**config.mk**
```make
export PLATFORM = sky130hd
export DESIGN_NAME = pipelined_adder_unit
export DESIGN_NICKNAME = d
export VERILOG_FILES = /design/src/rtl/pau_pkg.sv /design/src/rtl/adder_segment.sv /design/src/rtl/pipelined_adder_unit.sv
export SDC_FILE = /design/constraint.sdc
export NUM_CORES = 1
export LEC_CHECK = 0
export CAP_MARGIN = 5
export CORE_ASPECT_RATIO = 0.75
export CORE_MARGIN = 2
export CORE_UTILIZATION = 45
export CTS_BUF_LIST = sky130_fd_sc_hd__clkbuf_4
export CTS_CLUSTER_DIAMETER = 120
export DETAILED_ROUTE_END_ITERATION = 8
export GPL_ROUTABILITY_DRIVEN = 0
export PLACE_DENSITY = 0.78
export SYNTH_ARGS = -nofsm -noshare
export SYNTH_HDL_FRONTEND = slang
export SYNTH_HIERARCHICAL = 1
export SYNTH_SLANG_ARGS = --single-unit
export TNS_END_PERCENT = 1
```
**constraint.sdc**
```tcl
create_clock -name clk -period 3.1 [get_ports clk]
set_clock_uncertainty 0.15 [all_clocks]
set_input_delay 0.31 -clock clk [delete_from_list [all_inputs] [get_ports clk]]
set_output_delay 0.31 -clock clk [all_outputs]
set_load 0.01 [all_outputs]
```
**src/rtl/pau_pkg.sv**
```systemverilog
// Shared constants and helpers for the pipelined add/subtract unit.
package pau_pkg;

  localparam logic MODE_ADD = 1'b0;
  localparam logic MODE_SUB = 1'b1;

  function automatic int seg_width(input int width, input int stages);
    return width / stages;
  endfunction

endpackage

```
**src/rtl/adder_segment.sv**
```systemverilog
// Combinational ripple-carry segment; also exposes the carry into its MSB
// so the top level can derive signed overflow from the final segment.
module adder_segment #(
  parameter int SEG_W = 4
) (
  input  logic [SEG_W-1:0] a,
  input  logic [SEG_W-1:0] b,
  input  logic             cin,
  output logic [SEG_W-1:0] sum,
  output logic             cout,
  output logic             cmsb
);

  logic [SEG_W:0] carry;

  always_comb begin
    carry    = '0;
    sum      = '0;
    carry[0] = cin;
    for (int i = 0; i < SEG_W; i++) begin
      sum[i]       = a[i] ^ b[i] ^ carry[i];
      carry[i+1]   = (a[i] & b[i]) | (a[i] & carry[i]) | (b[i] & carry[i]);
    end
  end

  assign cout = carry[SEG_W];
  assign cmsb = carry[SEG_W-1];

endmodule

```
**src/rtl/pipelined_adder_unit.sv**
```systemverilog
// Segmented pipelined add/subtract unit with valid/ready handshakes,
// result flags and a windowed count of delivered results.
module pipelined_adder_unit
  import pau_pkg::*;
#(
  parameter int WIDTH     = 8,
  parameter int STAGES    = 2,
  parameter int MAX_COUNT = 1000,
  parameter int CW        = $clog2(MAX_COUNT)
) (
  input  logic             clk,
  input  logic             reset,
  input  logic             in_valid,
  output logic             in_ready,
  input  logic [WIDTH-1:0] in_a,
  input  logic [WIDTH-1:0] in_b,
  input  logic             in_cin,
  input  logic             in_mode,
  output logic             out_valid,
  input  logic             out_ready,
  output logic [WIDTH-1:0] out_sum,
  output logic             out_cout,
  output logic             out_ovf,
  output logic             out_zero,
  output logic [CW-1:0]    op_count,
  output logic             window_done
);

  localparam int SW = seg_width(WIDTH, STAGES);

  logic stall;
  logic [WIDTH-1:0] b_in;
  logic c_in;

  logic [STAGES-1:0]            vld_q, cy_q;
  logic [STAGES-1:0][WIDTH-1:0] a_q, b_q, sum_q;
  logic                         cmsb_q;

  logic [STAGES-1:0]            v_src, c_src;
  logic [STAGES-1:0][WIDTH-1:0] a_src, b_src, sum_nxt;
  logic [STAGES-1:0][SW-1:0]    seg_sum;
  logic [STAGES-1:0]            seg_cout, seg_cmsb;

  assign stall    = out_valid && !out_ready;
  assign in_ready = !stall;

  // Subtract is folded into the operands on entry: A + ~B + !borrow.
  assign b_in = (in_mode == MODE_SUB) ? ~in_b : in_b;
  assign c_in = (in_mode == MODE_SUB) ? ~in_cin : in_cin;

  always_comb begin
    v_src    = '0;
    c_src    = '0;
    a_src    = '0;
    b_src    = '0;
    v_src[0] = in_valid;
    c_src[0] = c_in;
    a_src[0] = in_a;
    b_src[0] = b_in;
    for (int s = 1; s < STAGES; s++) begin
      v_src[s] = vld_q[s-1];
      c_src[s] = cy_q[s-1];
      a_src[s] = a_q[s-1];
      b_src[s] = b_q[s-1];
    end
  end

  for (genvar s = 0; s < STAGES; s++) begin : g_seg
    adder_segment #(.SEG_W(SW)) u_seg (
      .a    (a_src[s][s*SW +: SW]),
      .b    (b_src[s][s*SW +: SW]),
      .cin  (c_src[s]),
      .sum  (seg_sum[s]),
      .cout (seg_cout[s]),
      .cmsb (seg_cmsb[s])
    );
  end

  // Each stage writes its slice over the partial sum carried from the stage before.
  always_comb begin
    sum_nxt = '0;
    for (int s = 1; s < STAGES; s++) begin
      sum_nxt[s] = sum_q[s-1];
    end
    for (int s = 0; s < STAGES; s++) begin
      sum_nxt[s][s*SW +: SW] = seg_sum[s];
    end
  end

  always_ff @(posedge clk) begin
    if (reset) begin
      vld_q  <= '0;
      cy_q   <= '0;
      cmsb_q <= 1'b0;
      a_q    <= '0;
      b_q    <= '0;
      sum_q  <= '0;
    end else if (!stall) begin
      vld_q  <= v_src;
      cy_q   <= seg_cout;
      cmsb_q <= seg_cmsb[STAGES-1];
      a_q    <= a_src;
      b_q    <= b_src;
      sum_q  <= sum_nxt;
    end
  end

  assign out_valid = vld_q[STAGES-1];
  assign out_sum   = sum_q[STAGES-1];
  assign out_cout  = cy_q[STAGES-1];
  assign out_ovf   = cmsb_q ^ cy_q[STAGES-1];
  assign out_zero  = (out_sum == '0);

  always_ff @(posedge clk) begin
    if (reset) begin
      op_count    <= '0;
      window_done <= 1'b0;
    end else begin
      window_done <= 1'b0;
      if (out_valid && out_ready) begin
        if (op_count == CW'(MAX_COUNT - 1)) begin
          op_count    <= '0;
          window_done <= 1'b1;
        end else begin
          op_count <= op_count + CW'(1);
        end
      end
    end
  end

endmodule

```
== After elaboration in Yosys (flattened, before gate mapping) ==
Cells that the tools add are included.

* Register bits: 44
* Input bits: 22
* Output and inout port bits: 24
* Word-level logic and storage cells: 81

* $add $sub $neg: 1
* Equal/unequal tests: 1
* Muxes and demuxes: 4
* Bitwise gates (word level): 60
* Reductions and logical operators: 6

{| class="wikitable"
|+ Operators with widths
! cell !! count
|-
| 1-bit bitwise AND || 24
|-
| 1-bit XOR || 17
|-
| 1-bit OR || 16
|-
| 10-bit by 1-bit adder with 10-bit output (second input constant) || 1
|-
| 10-bit == test (second input constant) || 1
|-
| 10-bit 2-to-1 mux || 1
|-
| 8-bit zero test || 1
|-
| 8-bit 2-to-1 mux || 1
|-
| 8-bit inverter || 1
|-
| 1-bit logical AND || 2
|-
| 1-bit zero test || 2
|-
| 1-bit 2-to-1 mux || 2
|-
| 1-bit inverter || 2
|-
| 2-bit OR reduction || 1
|}

== Logic depth before layout (Yosys ltp) ==
* Word-level depth: 14
* Mapped depth: 12
* Gate-level depth less buffers: 11

== Cells and area by module ==
Netlist, hierarchy kept.

{| class="wikitable"
|+ Modules (own cells, without submodules)
! module !! times used !! cells each !! area each (um2) !! seq. area each (um2)
|-
| pipelined_adder_unit || 1 || 186 || 1,531.5 || 720.7
|-
| adder_segment || 2 || 14 || 117.6 || 0.0
|}

== Worst setup path before layout ==
Ideal clock, no wire load.

* Path type: input port to flip-flop
* From: input port in_mode
* To: register sum_q, in the netlist sum_nxt[11]
* Library setup time: 70 ps
* Arrival time: 2,314 ps
* Data required time: 2,880 ps
* Slack: 565 ps
* Stages: 12
* Path buffers: 1
* Path through: buf_2 > xor2_1 > inv_1 > fa_1 > inv_1 > fa_1 > fa_1 > inv_1 > fa_1 > inv_1 > nand2_1 > a21oi_1

{| class="wikitable"
|+ RTL lines
! item !! RTL line !! text
|-
| start: declaration || pipelined_adder_unit.sv:18 || <nowiki>input logic in_mode,</nowiki>
|-
| end signal: assignment || pipelined_adder_unit.sv:104 || <nowiki>sum_q <= sum_nxt;</nowiki>
|-
| end: declaration || pipelined_adder_unit.sv:36 || <nowiki>logic [STAGES-1:0][WIDTH-1:0] a_q, b_q, sum_q;</nowiki>
|}

==> flow_summary.toml <==
[power]
vdd_ir_drop_max_v = 0.000219
power.density_mw_per_mm2 = 413
cellLeakagePower_nw = 0.923

[timing]
rsz0062_at_grt = "false"
slew_viol_final = 0
timing.fmax_ghz = 0.384
hold_viol = 0
period_needed_ns = 2.60
setup_ws_ns = 0.496
period_share_pct = 84.0
final-setup-viol-count = 0
tightest_slew_ns = 0.510
maxSlewHeadroom_pct = 65.9
finalSetupTns_ns = 0

[setup_path]
crit_fanout = 4
path_buf_inv = 5
crit_arrival_ns = 2.72
cpPeakStageDelay_ns = 0.48
end_kind = "flop"
crit_slowest_cell = "clkdlybuf4s50_1"
critPathKind = "primary input to flop"
startpoint_type = "primary input"
cp.required_ns = 3.22
worstPathCellList = "clkdlybuf4s50_1 > xor2_1 > inv_1 > fa_1 > inv_1 > fa_1 > fa_1 > inv_1 > fa_1 > inv_1 > nand2_1 > a21oi_1"
path_delay_family = "adder cells"

[logic_synthesis]
synthXorXnorAreaFrac_pct = 5.95
synth.mux.area_fraction_pct = 0
synthDistinctLibCells = 31
ys_ff_latch = 36
synthAdderAreaFrac_pct = 9.77
synth_seq_area_share_pct = 40.8
async_reset_ff_share_pct = 0
yosys-top-cells-area = "dfxtp_1 41%, nand2_1 9.1%, fa_1 9.1%, a21oi_1 7.6%, inv_1 5.5%"
syn_area_mm2 = 0.00177
synthSimpleGateAreaFrac_pct = 19.8
synth_top_area_share_pct = 40.8
synth_compound_area_share_pct = 15.4
synthesis.nets = 245
synth_most_common_cell = "nand2_1"
synth_commonest_cells = "43 x nand2_1, 36 x dfxtp_1, 27 x a21oi_1"
synth_flop_cell = "dfxtp_1"
yosysTopAreaCell = "dfxtp_1"
ys_warn_count = 6
avgSynthCellArea_um2 = 8.26
synth-edff-count = 0
synth_top_family_by_area = "simple AND/OR/NAND/NOR gates"
synthCells = 214

[routing]
viasPerCell = 4.99
wl_per_cell_um = 11.6
drc = 0
drtIter0Drc = 107
dr.pass1.iters = 4
antenna_left = 0
wirelength_mm = 3.62
vias = 1556

[grt]
antenna_found_initial = 0
first_global_vias = 1345
grt_max_degree = 29
gr-total-overflow = 0
grt_pass1_wl_mm = 5.92
grt_use_total_pct = 16.9

[cells_and_area]
antenna_cells = 0
final_nets = 291
drive_gt1_share_pct = 6.54
fin_util_pct = 62.6
area_growth_pct = 31.4

[clock_network]
ctsResizeCount = 0
htreeDepth = 2
cts_setup_buffers = 0
clk_latency_ns = 0.33
clock-sinks = 36
ctsHoldBuffers = 0
clk_pin_slew_ns = 0.10
ctsRootBufferMaster = "clkbuf_4"
cts_tree = "yes"
clk_path_buf_depth = 2
cts_buffers = 5

[place]
dp_hpwl_mm = 2.72
io_buffers = 45
place_ws_ns = 0.143

[floorplanning]
rows = 19
chipHeight_um = 58.3
die-area_mm2 = 0.00445
core_mm2 = 0.00371
boundaryPins = 46
initial_core_util_pct = 47.6
die_w_um = 76.4

[hold_path]
min_path_type = "flop to flop"

[flow_run]
drv_cap = 0

[outcome]
status = "completed"
-- placed cells by master, fill, tap and decap left out, drive strengths merged, types with 2 or more instances in the layout --
master         Yosys  layout
buf                6       5
dfxtp             36      36
nand3              6       6
nand2             43      43
o311ai             2       2
fa                 8       8
nor4               2       2
or4                2       2
xor2               8       8
o21ai              4       4
clkdlybuf4s50      0      45
inv               26      26
xnor2              4       4
nand4              3       3
or3                4       4
nor3               4       4
a21oi             27      27
clkbuf             5       6
nor2               9       9
a211oi             4       4
-- sequential cells by signal, indices dropped and copies added, names as in the netlist --
signal	flops
cmsb_q	1
op_count	10
a_q	4
b_q	4
window_done	1
sum_nxt	4
out_sum	8
cy_q	2
vld_q	2
-- cell families after synthesis --
| kind of cell | Yosys count |
|---|---|
| AO/OA/AOI/OAI | 43 |
| XOR/XNOR | 12 |
| adder cells (fa/ha/maj) | 9 |
| buffers and inverters | 37 |
| flip-flops | 36 |
| AND/OR/NAND/NOR | 77 |
-- metrics by stage --
step	std cells	cell area [µm²]	power, mW	hold slack (ns)
5_1_grt	312	2320	1.02	0.324
4_1_cts	312	2320	0.970	0.309
6_report	312	2320	0.958	0.312
3_3_place_gp	305	2270	0.730	0.290
3_5_place_dp	305	2270	0.734	0.297
2_1_floorplan	214	1770	0.636	0.282
-- final timing paths --
path,from,end,slack (ns),cells after the start
setup / recovery,in_mode,sum_nxt[11]$_SDFFE_PP0N_,0.50,12
hold / removal,sum_nxt[11]$_SDFFE_PP0N_,out_sum[3]$_SDFFE_PP0N_,0.31,2
setup reg to reg,cy_q[0]$_SDFFE_PP0N_,out_sum[7]$_SDFFE_PP0N_,0.73,10
hold reg to reg,sum_nxt[11]$_SDFFE_PP0N_,out_sum[3]$_SDFFE_PP0N_,0.31,2
-- tightest hold or removal path: stages, from the launching register on --
cell and delay (ns):
dfxtp_1 0.33, nand2_1 0.05, a21oi_1 0.05
-- report_power, final --
group          total, mW  internal (mW)  switching [mW]
clock              0.236         0.0922           0.144
combinational      0.202          0.109          0.0926
sequential         0.520          0.497          0.0226
total              0.958          0.699           0.259
-- cell type report --
cell class,instances,area (µm²)
well taps,52,65.1
repair buffers,50,488
fillers,348,1390
flip-flops and latches,36,721
clock inverters,1,5.00
multi-input cells,141,900
inverters,26,97.6
clock buffers,6,45.0
-- per-layer routing --
| layer | track usage (%) | routed length, µm |
|---|---|---|
| met4 | 4.68 | 26 |
| met2 | 25.0 | 1560 |
| met1 | 23.6 | 1810 |
| met3 | 5.92 | 234 |
| met5 | 0 | 0 |
No activity file was read; power rests on OpenSTA's default activity.
